--- src/rtl/uart_receiver.sv ---
`default_nettype none
// ============================================================================
//  Module      : uart_receiver
//  Description : UART RX datapath. Oversamples rx on s_tick, qualifies the
//                start bit at mid-bit, shifts data LSB-first, checks the stop
//                bit(s) and presents each byte with valid/overrun/frame flags.
//  Revision    : 1.0 - initial release
// ============================================================================
module uart_receiver #(
   parameter int DBIT      = 8,   // data bits per frame (5..8)
   parameter int SB_TICK   = 16,  // s_ticks per bit period (even, >= 8)
   parameter int STOP_BITS = 1    // stop bits checked (1 or 2)
) (
   input  logic            clk,
   input  logic            arst_n,
   input  logic            rst,
   input  logic            rx_en,
   input  logic            rx,
   input  logic            s_tick,
   input  logic            rx_rd,
   output logic [DBIT-1:0] dout,
   output logic            rx_done_tick,
   output logic            rx_valid,
   output logic            rx_busy,
   output logic            frame_err,
   output logic            overrun
);

   localparam int SW = $clog2(STOP_BITS * SB_TICK);
   localparam int NW = $clog2(DBIT);

   localparam logic [SW-1:0] HALF_LAST = SW'(SB_TICK / 2 - 1);
   localparam logic [SW-1:0] BIT_LAST  = SW'(SB_TICK - 1);
   localparam logic [SW-1:0] STOP_LAST = SW'(STOP_BITS * SB_TICK - 1);
   localparam logic [NW-1:0] DATA_LAST = NW'(DBIT - 1);

   typedef enum logic [1:0] {
      IDLE  = 2'd0,
      START = 2'd1,
      DATA  = 2'd2,
      STOP  = 2'd3
   } state_t;

   state_t          state;
   logic            rx_meta;
   logic            rx_s;
   logic [SW-1:0]   s_cnt;
   logic [NW-1:0]   n_cnt;
   logic [DBIT-1:0] shreg;
   logic            ferr_int;
   logic            stop_sample;
   logic            complete;

   // Stop bits are sampled at the end of each SB_TICK window inside STOP;
   // the frame completes on the last of those samples.
   always_comb begin
      stop_sample = (s_cnt == BIT_LAST) || (s_cnt == STOP_LAST);
      complete    = (state == STOP) && s_tick && (s_cnt == STOP_LAST);
      rx_busy     = (state != IDLE);
   end

   // Two-flop synchroniser; resets to the idle-high line level.
   always_ff @(posedge clk or negedge arst_n) begin
      if (!arst_n) begin
         rx_meta <= 1'b1;
         rx_s    <= 1'b1;
      end else if (rst) begin
         rx_meta <= 1'b1;
         rx_s    <= 1'b1;
      end else begin
         rx_meta <= rx;
         rx_s    <= rx_meta;
      end
   end

   // Frame FSM: start qualification, data shifting and stop-bit checking.
   always_ff @(posedge clk or negedge arst_n) begin
      if (!arst_n) begin
         state    <= IDLE;
         s_cnt    <= '0;
         n_cnt    <= '0;
         shreg    <= '0;
         ferr_int <= 1'b0;
      end else if (rst) begin
         state    <= IDLE;
         s_cnt    <= '0;
         n_cnt    <= '0;
         shreg    <= '0;
         ferr_int <= 1'b0;
      end else begin
         case (state)
            IDLE: begin
               // Edge detect runs every clk so the start count begins promptly.
               if (rx_en && !rx_s) begin
                  state <= START;
                  s_cnt <= '0;
               end
            end
            START: begin
               if (s_tick) begin
                  if (s_cnt == HALF_LAST) begin
                     if (!rx_s) begin
                        state    <= DATA;
                        s_cnt    <= '0;
                        n_cnt    <= '0;
                        ferr_int <= 1'b0;
                     end else begin
                        // Line went high again before mid-bit: a glitch.
                        state <= IDLE;
                     end
                  end else begin
                     s_cnt <= s_cnt + SW'(1);
                  end
               end
            end
            DATA: begin
               if (s_tick) begin
                  if (s_cnt == BIT_LAST) begin
                     shreg <= {rx_s, shreg[DBIT-1:1]};
                     s_cnt <= '0;
                     if (n_cnt == DATA_LAST) begin
                        state <= STOP;
                     end else begin
                        n_cnt <= n_cnt + NW'(1);
                     end
                  end else begin
                     s_cnt <= s_cnt + SW'(1);
                  end
               end
            end
            STOP: begin
               if (s_tick) begin
                  if (stop_sample && !rx_s) begin
                     ferr_int <= 1'b1;
                  end
                  if (s_cnt == STOP_LAST) begin
                     state <= IDLE;
                     s_cnt <= '0;
                  end else begin
                     s_cnt <= s_cnt + SW'(1);
                  end
               end
            end
            default: state <= IDLE;
         endcase
      end
   end

   // Delivery to the register side: byte, flags and the valid/overrun handshake.
   always_ff @(posedge clk or negedge arst_n) begin
      if (!arst_n) begin
         dout         <= '0;
         rx_done_tick <= 1'b0;
         rx_valid     <= 1'b0;
         frame_err    <= 1'b0;
         overrun      <= 1'b0;
      end else if (rst) begin
         dout         <= '0;
         rx_done_tick <= 1'b0;
         rx_valid     <= 1'b0;
         frame_err    <= 1'b0;
         overrun      <= 1'b0;
      end else begin
         rx_done_tick <= complete;
         if (complete) begin
            dout      <= shreg;
            // Include the final stop sample taken on this very tick.
            frame_err <= ferr_int | ~rx_s;
            rx_valid  <= 1'b1;
            // A read in the same clk consumes the old byte, so no overrun.
            if (rx_valid && !rx_rd) begin
               overrun <= 1'b1;
            end
         end else if (rx_rd && rx_valid) begin
            rx_valid <= 1'b0;
            overrun  <= 1'b0;
         end
      end
   end

endmodule
`default_nettype wire

--- config.mk ---
export PLATFORM = sky130hd
export DESIGN_NAME = uart_receiver
export DESIGN_NICKNAME = d
export VERILOG_FILES = /design/src/rtl/uart_receiver.sv
export SDC_FILE = /design/constraint.sdc
export NUM_CORES = 1
export LEC_CHECK = 0
export ABC_AREA = 1
export CELL_PAD_IN_SITES_DETAIL_PLACEMENT = 0
export CELL_PAD_IN_SITES_GLOBAL_PLACEMENT = 1
export CORE_UTILIZATION = 44
export DETAILED_ROUTE_END_ITERATION = 6
export PLACE_DENSITY = 0.95
export SLEW_MARGIN = 20
export SYNTH_ARGS = -nofsm -noshare
export SYNTH_HDL_FRONTEND = slang
export SYNTH_SLANG_ARGS = --single-unit
--- constraint.sdc ---
create_clock -name clk -period 2.6 [get_ports clk]
set_clock_uncertainty 0.1 [all_clocks]
set_input_delay 0.52 -clock clk [delete_from_list [all_inputs] [get_ports clk]]
set_output_delay 0.52 -clock clk [all_outputs]
set_load 0.01 [all_outputs]
Word-level counts from Yosys, hierarchy flattened
Cells that the tools add are included.
{ "word_totals": {"reg_bits": 32, "input_bits": 7, "wordCells": 111, "out_inout_bits": 13} }
{ "op_classes": {"n_bitwise": 2, "eq_ne": 20, "n_mux": 51, "n_reduce_logical": 24, "n_addsub": 2} }
{ "op_table": {"columns": ["cell", "n"], "rows": [
  ["8-bit two-way mux", 6],
  ["3-bit inequality test (second input constant)", 10],
  ["4-bit two-way mux", 7],
  ["3-bit two-way mux", 7],
  ["2-bit two-way mux", 10],
  ["1-bit two-way mux", 17],
  ["4-bit case mux with 3 select lines", 1],
  ["2-bit nonzero test", 5],
  ["3-bit nonzero test", 3],
  ["2-bit case mux with 4 select lines", 1],
  ["8-bit AND reduction", 1],
  ["7-bit AND reduction", 1],
  ["1-bit logical AND", 6],
  ["3-bit by 2-bit inequality test with 1-bit output (second input constant)", 2],
  ["3-bit case mux with 2 select lines", 1],
  ["6-bit AND reduction", 1],
  ["4-bit by 1-bit adder with 4-bit output (second input constant)", 1],
  ["2-bit equality test (second input constant)", 2],
  ["4-bit by 3-bit equality test with 1-bit output (second input constant)", 1],
  ["4-bit equality test (second input constant)", 1],
  ["4-bit inequality test (second input constant)", 1],
  ["4-bit AND reduction", 1],
  ["3-bit by 1-bit adder with 3-bit output (second input constant)", 1],
  ["3-bit equality test (second input constant)", 1],
  ["10 further kinds", 11]
]} }

Logic depth before layout (Yosys ltp)
{ "logic_depth": {"depth_word": 6, "mapped_depth": 9, "mapped_depth_nobuf": 9} }

Worst setup path before layout
OpenSTA, ideal clock, no wires.
{ "synth_path": {"path_type": "input port to flip-flop", "from": "input rst", "to": "register shreg[5]", "cell_stages": 5, "n_path_buf": 2, "t_required_ps": 2373, "path_slack_ps": 1128, "t_arrival_ps": 1245, "setup_time_ps": 127, "path_cell_list": "buf_2 clkinv_1 buf_2 nand3_1 o21ai_0"} }
{ "synth_via": {"elab_chain_len": 2, "word_cells_on_any_way": 5} }
{ "synth_lines": {"columns": ["element", "line", "source"], "rows": [
  ["start: declaration", "16", "input logic rst,"],
  ["2-bit nonzero test (no line)", null, null],
  ["3-bit AND reduction (no line)", null, null],
  ["end signal: assignment", "119", "shreg <= {rx_s, shreg[DBIT-1:1]};"],
  ["end: declaration", "49", "logic [DBIT-1:0] shreg;"]
]} }
Several ways; a longest one is shown, not always the timed one.
A chain may end at the register's enable or synchronous reset.

Worst setup path after layout
{ "layout_path": {"from": "register state[1]", "to": "output rx_busy"} }
{ "layout_via": {"elab_chain_len": 1} }
{ "layout_lines": {"columns": ["element", "line", "source"], "rows": [
  ["start: declaration", "44", "state_t state;"],
  ["start signal: assignment", "79", "state <= IDLE;"],
  ["start signal: assignment", "85", "state <= IDLE;"],
  ["start signal: assignment", "95", "state <= START;"],
  ["2-bit nonzero test", "59", "rx_busy = (state != IDLE);"],
  ["end: declaration", "24", "output logic rx_busy,"]
]} }
No other way between the ends.

==> results.yml <==
route:
  dr.pass1.iters: 4
  wl_mm: 3.22
  vias_per_cell: 4.88
  avgRoutedWirePerCell_um: 11.8
  drc_errors: 0
  drt_iter0_markers: 99
  antenna_left: 0
  vias: 1332
critical_path:
  slowest_stage: "clkdlybuf4s50_1"
  start_kind: "flop"
  rr_endpoint: "shreg[0]$_DFFE_PN0P_"
  worstSetupEndpointType: "primary output"
  cp.required_ns: 1.98
  cp_num_buf_inv: 2
  critPathKind: "flop to primary output"
  rr_worst_depth: 8
  crit_path_max_incr_delay_ns: 0.54
  r2r-start: "s_cnt[0]$_DFFE_PN0P_"
  arrival_ns: 1.52
  timing.critical_path.fanout_max: 7
  crit_family: "buffers and inverters"
  crit_chain: "inv_2, nand2_2, clkdlybuf4s50_1"
  r2r_slack_ns: 0.93
sta:
  drv_slew: 0
  tightestPinTransition_ns: 0.489
  max_slew_margin_pct: 67.3
  period_minus_slack_ns: 2.14
  rsz0062_at_grt: "no"
  finalCritPeriodShare_pct: 82.5
  finalSetupViolCount: 0
  setup_tns_ns: 0
  fmax_mhz: 466
  hold_violations: 0
  fin_ws_ns: 0.456
finish:
  nets: 236
  final_common_cell: "nand2_1"
  antenna_cells: 0
  fillers: 324
  final_cells: 273
  syn_to_final_growth_pct: 21.1
  drive_above_1_share_pct: 15.4
  final_cell_mix: "nand2_1, dfrtp_1, nand3_1, inv_1, nor2_1"
power_and_ir_drop:
  swShare_pct: 31.9
  ir_worst_vdd_mv: 0.309
  p_per_area_nw_per_um2: 617
  pwr-share-comb_pct: 21.9
  leakagePower_nw: 0.933
  pwr-share-seq_pct: 45.5
  p_int_mw: 0.830
  p_clk_share_pct: 32.6
  switching_power_mw: 0.388
synth:
  synthArstFlopShare_pct: 100
  syn_area_um2: 1630
  synth.distinct_cells: 23
  ys_seq_area_share_pct: 49.3
  synth_area_per_cell_um2: 8.10
  synth_seq_cells: 32
  ys.warnings.count: 0
  synth_edf_count: 0
  synth_nets: 211
  synth_flop_cell: "dfrtp_1"
  synthCells: 201
clocking:
  cts_tree: "yes"
  cts_resized: 0
  holdBufCountCts: 0
  path_clk_slew_ns: 0.07
  clockBufferDepth: 2
  h-tree-depth: 2
  cts_buffers: 5
  clockRootBuffer: "clkbuf_8"
  insertion_delay_ns: 0.28
  cts_setup_buffers: 0
  cts.sinks: 32
placed_design:
  post-place-ws_ns: 0.342
  dp_hpwl_mm: 2.32
  io_buffers: 19
  dp_cells: 265
  gp_congestion: 0.858
grt:
  antenna_found_initial: 0
  grt_pass1_vias: 1250
  track_usage_pct: 18.4
  grt_overflow_total: 0
  grt_max_degree: 33
  grt_pass1_wl_mm: 5.73
floorplan:
  die_w_um: 62.8
  die_h_um: 62.8
  initial_utilization_pct: 47.3
  die-area_um2: 3950
  placementRows: 21
  ios: 20
  core_um2: 3440
hold_path:
  hold_path_end: "overrun$_DFFE_PN0P_"
  hp-class: "flop to flop"
  worstHoldStart: "overrun$_DFFE_PN0P_"
  whs_path_depth: 2
run:
  maxCapViolations: 0
status:
  outcome: "finished, final reports clean"
==> through the flow <==
| step | hold WS (ns) | power (mW) | utilization [%] | cell area (um2) |
|---|---|---|---|---|
| floorplan | 0.124 | 0.745 | - | 1630 |
| global placement | 0.375 | 0.829 | 54.6 | 1880 |
| detailed placement | 0.379 | 0.829 | 54.6 | 1880 |
| CTS | 0.398 | 1.23 | 57.3 | 1970 |
| global route | 0.413 | 1.30 | 57.3 | 1970 |
| finish | 0.392 | 1.22 | 57.3 | 1970 |
==> kinds of logic after synthesis <==
kind of cell | after synthesis | synth area share [%]
flip-flops | 32 | 49.3
AO/OA/AOI/OAI | 32 | 10.1
adder cells (fa/ha/maj) | 3 | 2.30
AND/OR/NAND/NOR | 105 | 31.3
buffers and inverters | 29 | 6.99
==> tightest hold or removal path: stages (launching register included) <==
cell and delay, ns:
dfrtp_1 0.34, a21oi_1 0.04, nor2_1 0.07
==> synthesized netlist by cell type, types with 2 or more instances <==
master / number / area [um2]
a21oi_1: 7 / 35.0
dfrtp_1: 30 / 751
nand2_2: 4 / 25.0
o21ai_0: 11 / 55.1
inv_2: 3 / 11.3
o21ai_1: 13 / 65.1
nor2_1: 20 / 75.1
ha_1: 3 / 37.5
inv_1: 20 / 75.1
buf_2: 4 / 20.0
nor2_2: 7 / 43.8
clkinv_1: 2 / 7.51
or2_2: 3 / 18.8
nand3_1: 26 / 130
dfstp_2: 2 / 52.6
nand2_1: 38 / 143
nand3_2: 2 / 20.0
==> sequential cells by signal, indices dropped and copies added (netlist names) <==
register	count
ferr_int	1
n_cnt	3
rx_done_tick	1
rx_meta	1
frame_err	1
rx_s	1
overrun	1
state	2
rx_valid	1
dout	8
s_cnt	4
shreg	8
==> cell type report <==
cell class	count	area [um2]	share of cell area [%]
clock buffer	7	86.3	4.38
clock inverter	1	7.51	0.380
inverter	25	93.8	4.76
multi-input combinational	140	712	36.1
sequential	32	803	40.7
tap	46	57.6	2.92
timing repair buffer	22	213	10.8
==> worst max path at each step <==
stage | cells past startpoint | slack [ns] | from | endpoint
3_5_place_dp | 8 | 0.34 | rst | s_cnt[3]$_DFFE_PN0P_
3_3_place_gp | 8 | 0.39 | rst | s_cnt[3]$_DFFE_PN0P_
4_1_cts | 3 | 0.46 | state[1]$_DFFE_PN0P_ | rx_busy
2_1_floorplan | 5 | 1.13 | rst | shreg[5]$_DFFE_PN0P_
5_1_grt | 3 | 0.39 | state[1]$_DFFE_PN0P_ | rx_busy
6_report | 3 | 0.46 | state[1]$_DFFE_PN0P_ | rx_busy
==> layer usage <==
metal / vias to the layer above / share of wire (%) / GRT usage (%)
li1: 701 / - / -
met1: 607 / 52 / 25.6
met2: 19 / 45 / 28.4
met3: 5 / 2.5 / 4.38
met4: 0 / 0.87 / 5.23
met5: - / 0 / 0
==> power by group through the flow <==
stage	clock network (mW)	registers [mW]	logic [mW]
final	0.397	0.555	0.266
after global routing	0.433	0.558	0.305
after CTS	0.407	0.554	0.267
after detailed placement	0	0.563	0.265
after global placement	0	0.564	0.265
after floorplan	0	0.556	0.189
Note: power is estimated with default switching activity, not from simulation.
